===== src/rtl/j1_io_interconnect.sv =====
// j1_io_interconnect: J1 I/O bus controller with page decode, read mux, ack/wait-state handshake, timeout and error log
// Ports: sys_clk_i/sys_rst_i clock and async active-high reset; j1_io_* CPU side (rd/wr strobes, addr, write data,
//   read data, stall); per_* peripheral side (one-hot select, strobes, offset, write data, per-slave read data and ack);
//   err_irq sticky error flag cleared by a write to status offset 0.
module j1_io_interconnect #(
   parameter int                    N_SLAVES     = 5,
   parameter logic [N_SLAVES*8-1:0] PAGE_MAP     = {8'h71, 8'h70, 8'h69, 8'h68, 8'h67},
   parameter logic [7:0]            STAT_PAGE    = 8'h7F,
   parameter int                    TIMEOUT      = 15,
   parameter logic [15:0]           DEFAULT_DATA = 16'h0666
) (
   input  logic                     sys_clk_i,
   input  logic                     sys_rst_i,
   input  logic                     j1_io_rd,
   input  logic                     j1_io_wr,
   input  logic [15:0]              j1_io_addr,
   input  logic [15:0]              j1_io_dout,
   output logic [15:0]              j1_io_din,
   output logic                     j1_io_stall,
   output logic [N_SLAVES-1:0]      per_cs,
   output logic                     per_rd,
   output logic                     per_wr,
   output logic [7:0]               per_addr,
   output logic [15:0]              per_din,
   input  logic [N_SLAVES*16-1:0]   per_dout,
   input  logic [N_SLAVES-1:0]      per_ack,
   output logic                     err_irq
);
   typedef enum logic [1:0] {IDLE, ACCESS, DONE} state_t;
   localparam logic [15:0] TO_LAST = 16'(TIMEOUT - 1);
   state_t state, state_n;
   logic [15:0] addr_q, rdata_q, wait_cnt, err_count, last_err_addr, rd_mux;
   logic [2:0] err_cause;
   logic [N_SLAVES-1:0] hit_oh;
   logic req, conflict, hit, stat_hit, unmapped, ack, launch, timeout, log_bad, stat_clr;
   logic [7:0] offset;
   assign req      = j1_io_rd | j1_io_wr;
   assign conflict = j1_io_rd & j1_io_wr;
   assign offset   = j1_io_addr[7:0];
   assign stat_hit = !hit && j1_io_addr[15:8] == STAT_PAGE;
   assign unmapped = !hit && j1_io_addr[15:8] != STAT_PAGE;
   assign ack      = |(per_ack & per_cs);
   // first matching slave wins so duplicate pages resolve to the lowest index
   always_comb begin
      hit = 1'b0;
      hit_oh = '0;
      for (int i = 0; i < N_SLAVES; i++)
         if (!hit && j1_io_addr[15:8] == PAGE_MAP[i*8 +: 8]) begin
            hit = 1'b1;
            hit_oh[i] = 1'b1;
         end
   end
   always_comb begin
      rd_mux = '0;
      for (int i = 0; i < N_SLAVES; i++)
         rd_mux = rd_mux | (per_cs[i] ? per_dout[i*16 +: 16] : 16'h0000);
   end
   always_ff @(posedge sys_clk_i or posedge sys_rst_i)
      if (sys_rst_i) state <= IDLE;
      else state <= state_n;
   always_comb begin
      state_n = state;
      launch = 1'b0;
      timeout = 1'b0;
      log_bad = 1'b0;
      stat_clr = 1'b0;
      j1_io_stall = 1'b0;
      j1_io_din = DEFAULT_DATA;
      case (state)
         IDLE: begin
            log_bad = req && (conflict || unmapped);
            launch = req && !conflict && hit;
            stat_clr = j1_io_wr && !j1_io_rd && stat_hit && offset == 8'd0;
            j1_io_stall = launch;
            state_n = launch ? ACCESS : IDLE;
            if (j1_io_rd && !j1_io_wr && stat_hit)
               j1_io_din = offset == 8'd0 ? err_count :
                           offset == 8'd1 ? last_err_addr :
                           offset == 8'd2 ? {13'b0, err_cause} : DEFAULT_DATA;
         end
         ACCESS: begin
            j1_io_stall = 1'b1;
            // an ack on the last allowed cycle beats the timeout
            timeout = !ack && wait_cnt == TO_LAST;
            state_n = (ack || timeout) ? DONE : ACCESS;
         end
         DONE: begin
            j1_io_din = rdata_q;
            state_n = IDLE;
         end
         default: state_n = IDLE;
      endcase
      if (sys_rst_i) j1_io_stall = 1'b0;
   end
   always_ff @(posedge sys_clk_i or posedge sys_rst_i)
      if (sys_rst_i) begin
         per_cs <= '0;
         per_rd <= 1'b0;
         per_wr <= 1'b0;
         per_addr <= '0;
         per_din <= '0;
         addr_q <= '0;
         wait_cnt <= '0;
         rdata_q <= DEFAULT_DATA;
         err_count <= '0;
         last_err_addr <= '0;
         err_cause <= '0;
         err_irq <= 1'b0;
      end else begin
         if (launch) begin
            per_cs <= hit_oh;
            per_rd <= j1_io_rd;
            per_wr <= j1_io_wr;
            per_addr <= offset;
            per_din <= j1_io_dout;
            addr_q <= j1_io_addr;
            wait_cnt <= '0;
         end
         if (state == ACCESS) begin
            if (ack || timeout) begin
               per_cs <= '0;
               per_rd <= 1'b0;
               per_wr <= 1'b0;
            end else wait_cnt <= wait_cnt + 16'd1;
            if (ack && per_rd) rdata_q <= rd_mux;
            if (timeout) rdata_q <= DEFAULT_DATA;
         end
         if (log_bad || timeout) begin
            err_count <= err_count == 16'hFFFF ? err_count : err_count + 16'd1;
            last_err_addr <= timeout ? addr_q : j1_io_addr;
            err_cause <= err_cause | {log_bad & conflict, log_bad & unmapped, timeout};
            err_irq <= 1'b1;
         end else if (stat_clr) begin
            err_count <= '0;
            err_cause <= '0;
            err_irq <= 1'b0;
         end
      end
endmodule


===== config.mk =====
export PLATFORM = sky130hd
export DESIGN_NAME = j1_io_interconnect
export DESIGN_NICKNAME = d
export VERILOG_FILES = /design/src/rtl/j1_io_interconnect.sv
export SDC_FILE = /design/constraint.sdc
export NUM_CORES = 1
export LEC_CHECK = 0
export CAP_MARGIN = 20
export CORE_MARGIN = 1
export CORE_UTILIZATION = 47
export DETAILED_ROUTE_END_ITERATION = 8
export GPL_TIMING_DRIVEN = 0
export PLACE_DENSITY = 0.87
export SETUP_SLACK_MARGIN = 0.1
export SLEW_MARGIN = 5
export SYNTH_ARGS = -nofsm -noshare
export SYNTH_HDL_FRONTEND = slang
export SYNTH_SLANG_ARGS = --single-unit

===== constraint.sdc =====
create_clock -name sys_clk_i -period 4.9 [get_ports sys_clk_i]
set_input_delay 0.98 -clock sys_clk_i [delete_from_list [all_inputs] [get_ports sys_clk_i]]
set_output_delay 0.98 -clock sys_clk_i [all_outputs]
set_load 0.02 [all_outputs]

==> flow_metrics.tcl <==
set metrics [dict create \
    final_core_util_pct 66.47 \
    yosys_warnings 0 \
    drt-wirelength-per-cell_um 18.78 \
    finalCritPeriodShare_pct 96.30 \
    hold_path_class "flip-flop to flip-flop" \
    cts_tree "yes" \
    syn_nets 809 \
    tightest_slew_ns 0.7932 \
    route.top_layer_used "met4" \
    power_w 0.002738 \
    gp_congestion 0.9353 \
    synthToLayoutAreaGrowth_pct 35.88 \
    synth_area_um2 6248 \
    layout.nets 991 \
    fin_skew_ns 0.007328 \
    drt_iter0_markers 659 \
    drt-met1-wl_um 8138 \
    dp_cells 1023 \
    hpwl_um 14390 \
    drive_gt1_share_pct 8.871 \
    syn-instance-count 681 \
    p_leak_nw 3.665 \
    critPathCaptureType "output port" \
    initial_utilization_pct 48.92 \
    status "completed" \
    synth-seq-area-share_pct 43.77 \
    synth_area_leader_cell "dfrtp_1" \
    worst-setup-path-type "primary input to output port" \
    cp_data_arrival_time_ns 3.74 \
    hold_viol 0 \
    synth_edf_count 0 \
    grt_max_degree 59 \
    num-fill-cells 987 \
    timing.fmax_mhz 211.9 \
    peakVddDrop_mv 0.2567 \
    synth_area_leaders "dfrtp_1 41%, nand2_1 7.9%, mux2i_1 5.0%" \
    die_w_um 117.3 \
    cp.required_ns 3.92 \
    port-buffer-count 169 \
    die_h_um 117.3 \
    dr.pass1.iters 6 \
    slew_viol_final 0 \
    max_cap_violations 0 \
    crit_fanout 7 \
    cts_root_buffer "clkbuf_16" \
    synth_top_area_share_pct 41.25 \
    dieArea_um2 13760 \
    setup_viol 0 \
    fp-row-count 41 \
    setup_ws_ns 0.1812 \
    cts_buffer_depth 2 \
    remaining_drc_errors 0 \
    pre_cts_ws_ns 0.05208 \
    grt_setup_unrepaired "false" \
    cts.clk_slew.worst_paths_ns 0.07 \
    routed-wl-met2_um 9316 \
    grt_util_all_layers_pct 28.61 \
    ys_types 62 \
    startpoint_type "primary input" \
    drtAntennaViolNets 0 \
    antennaDiodeCount 0 \
    synth.avg_cell_area_um2 9.175 \
    routed_wl_um 19540 \
    ys_ff_latch 109 \
    wl_met3_um 1564 \
    num_vias 6216 \
    globalRouteOverflowTotal 0 \
    antenna_found_initial 0 \
    post-route-min-period_ns 4.719 \
    cts.htree.levels 3 \
    synthFlopType "dfrtp_1" \
    clk_latency_ns 0.36 \
    vias_per_cell 5.977 \
    grt_first_pass_wirelength_um 31350 \
    layout.cells.non_filler 1040 \
    ys_async_sr_fraction_pct 100.0 \
    core_area_um2 12770 \
    numCtsBuffers 9 \
    p_per_area_nw_per_um2 322.5 \
    grt_pass1_vias 6001 \
    io_pins 170 \
    ctsHoldBuffers 0 \
    clock-sinks 109 \
    max_slew_margin_pct 46.63 \
]
[state kept, by name, summed over array words and instances, names as in the netlist]
register / cells
err_count: 16
state: 2
rdata_q: 16
per_din: 16
addr_q: 9
per_rd: 1
per_cs: 5
per_addr: 7
err_irq: 1
last_err_addr: 16
err_cause: 3
wait_cnt: 16
per_wr: 1
[per-layer routing]
layer / global-route usage [%] / vias to the layer above
met2: 46.93 / 305
met1: 37.40 / 3009
li1: - / 2857
met4: 8.929 / 0
met3: 6.615 / 45
met5: 0 / -
[report_power, final]
group / internal, W / switching (W) / leakage [nW]
logic: 0.000369 / 0.000419 / 2.12
clock network: 0.000413 / 0.000332 / 0.140
registers: 0.00105 / 0.000155 / 1.40
[final timing paths]
path	startpoint	endpoint	slack (ns)	cells past startpoint
max	j1_io_addr[11]	j1_io_din[0]	0.18	7
min reg2reg	per_din[9]$_DFFE_PP0P_	per_din[9]$_DFFE_PP0P_	0.47	2
min in group asynchronous	sys_rst_i	wait_cnt[12]$_DFF_PP0_	1.16	2
min	per_din[9]$_DFFE_PP0P_	per_din[9]$_DFFE_PP0P_	0.47	2
max in group asynchronous	sys_rst_i	err_count[0]$_DFFE_PP0P_	3.04	3
max reg2reg	per_cs[4]$_DFF_PP0_	wait_cnt[11]$_DFF_PP0_	2.46	7
[cells in the final DEF, fill, tap and decap left out, types with 8 or more instances in the layout]
master / instances
clkdlybuf4s50_1: 169
nor2_1: 16
nor3_1: 14
nand2b_1: 9
a222oi_1: 17
buf_2: 14
nor4_1: 10
mux2i_1: 31
a22oi_1: 16
o22ai_1: 13
clkbuf_1: 25
inv_1: 14
nand2_1: 132
nand4_1: 11
mux2_4: 10
clkbuf_16: 9
a21oi_1: 34
and3_1: 9
nand3_1: 51
o21a_1: 8
o21ai_0: 35
buf_4: 11
dfrtp_1: 103
[through the flow]
| stage | TNS [ns] | hold WS, ns | cell area, µm² |
|---|---|---|---|
| 6_report | 0 | 0.4655 | 8491 |
| 5_1_grt | 0 | 0.4874 | 8491 |
| 4_1_cts | 0 | 0.4704 | 8482 |
| 3_5_place_dp | 0 | 0.4549 | 8185 |
| 3_3_place_gp | -57.08 | 0.4489 | 8155 |
| 2_1_floorplan | 0 | 0.4340 | 6248 |
[final cells by class]
cell class | instances | area (µm²) | area share (%)
timing repair buffer | 171 | 1727 | 20.34
sequential | 109 | 2735 | 32.21
buffer | 53 | 286.5 | 3.375
clock inverter | 3 | 46.29 | 0.5452
tap | 172 | 215.2 | 2.535
multi-input combinational | 504 | 3172 | 37.36
clock buffer | 13 | 250.2 | 2.947
inverter | 15 | 58.81 | 0.6926
[cell usage after synthesis, types with 10 or more instances]
cell and number:
o22ai_1 13, buf_2 14, a22oi_1 16, nand4_1 11, clkbuf_1 22, nand3_1 51, nor4_1 10, o21ai_0 37
nand2_1 132, a21oi_1 34, mux2_4 10, inv_1 15, a222oi_1 17, buf_4 10, dfrtp_1 103, mux2i_1 31
nor3_1 14, nor2_1 16
[cells by family after synthesis]
family | after synthesis | synth area share, %
mux | 49 | 8.991
simple gates | 282 | 22.45
compound gates | 162 | 17.36
flops | 109 | 43.77
xor+xnor | 4 | 0.5606
fa+ha+maj | 7 | 1.402
buf+inv | 68 | 5.466
[critical path: stages]
cell and delay [ns]:
clkdlybuf4s50_1 0.65, nor4b_1 0.38, and4_1 0.37, and3_1 0.20, clkbuf_1 0.31, a22o_1 0.20
clkdlybuf4s50_1 0.64
[timing repair]
item	in CTS	in global routing
gates cloned	0	0
pin swaps	0	1
endpoints found under the setup margin	3	9
gates resized for setup	1	2
setup buffers	0	1
(Power assumes the default switching activity.)
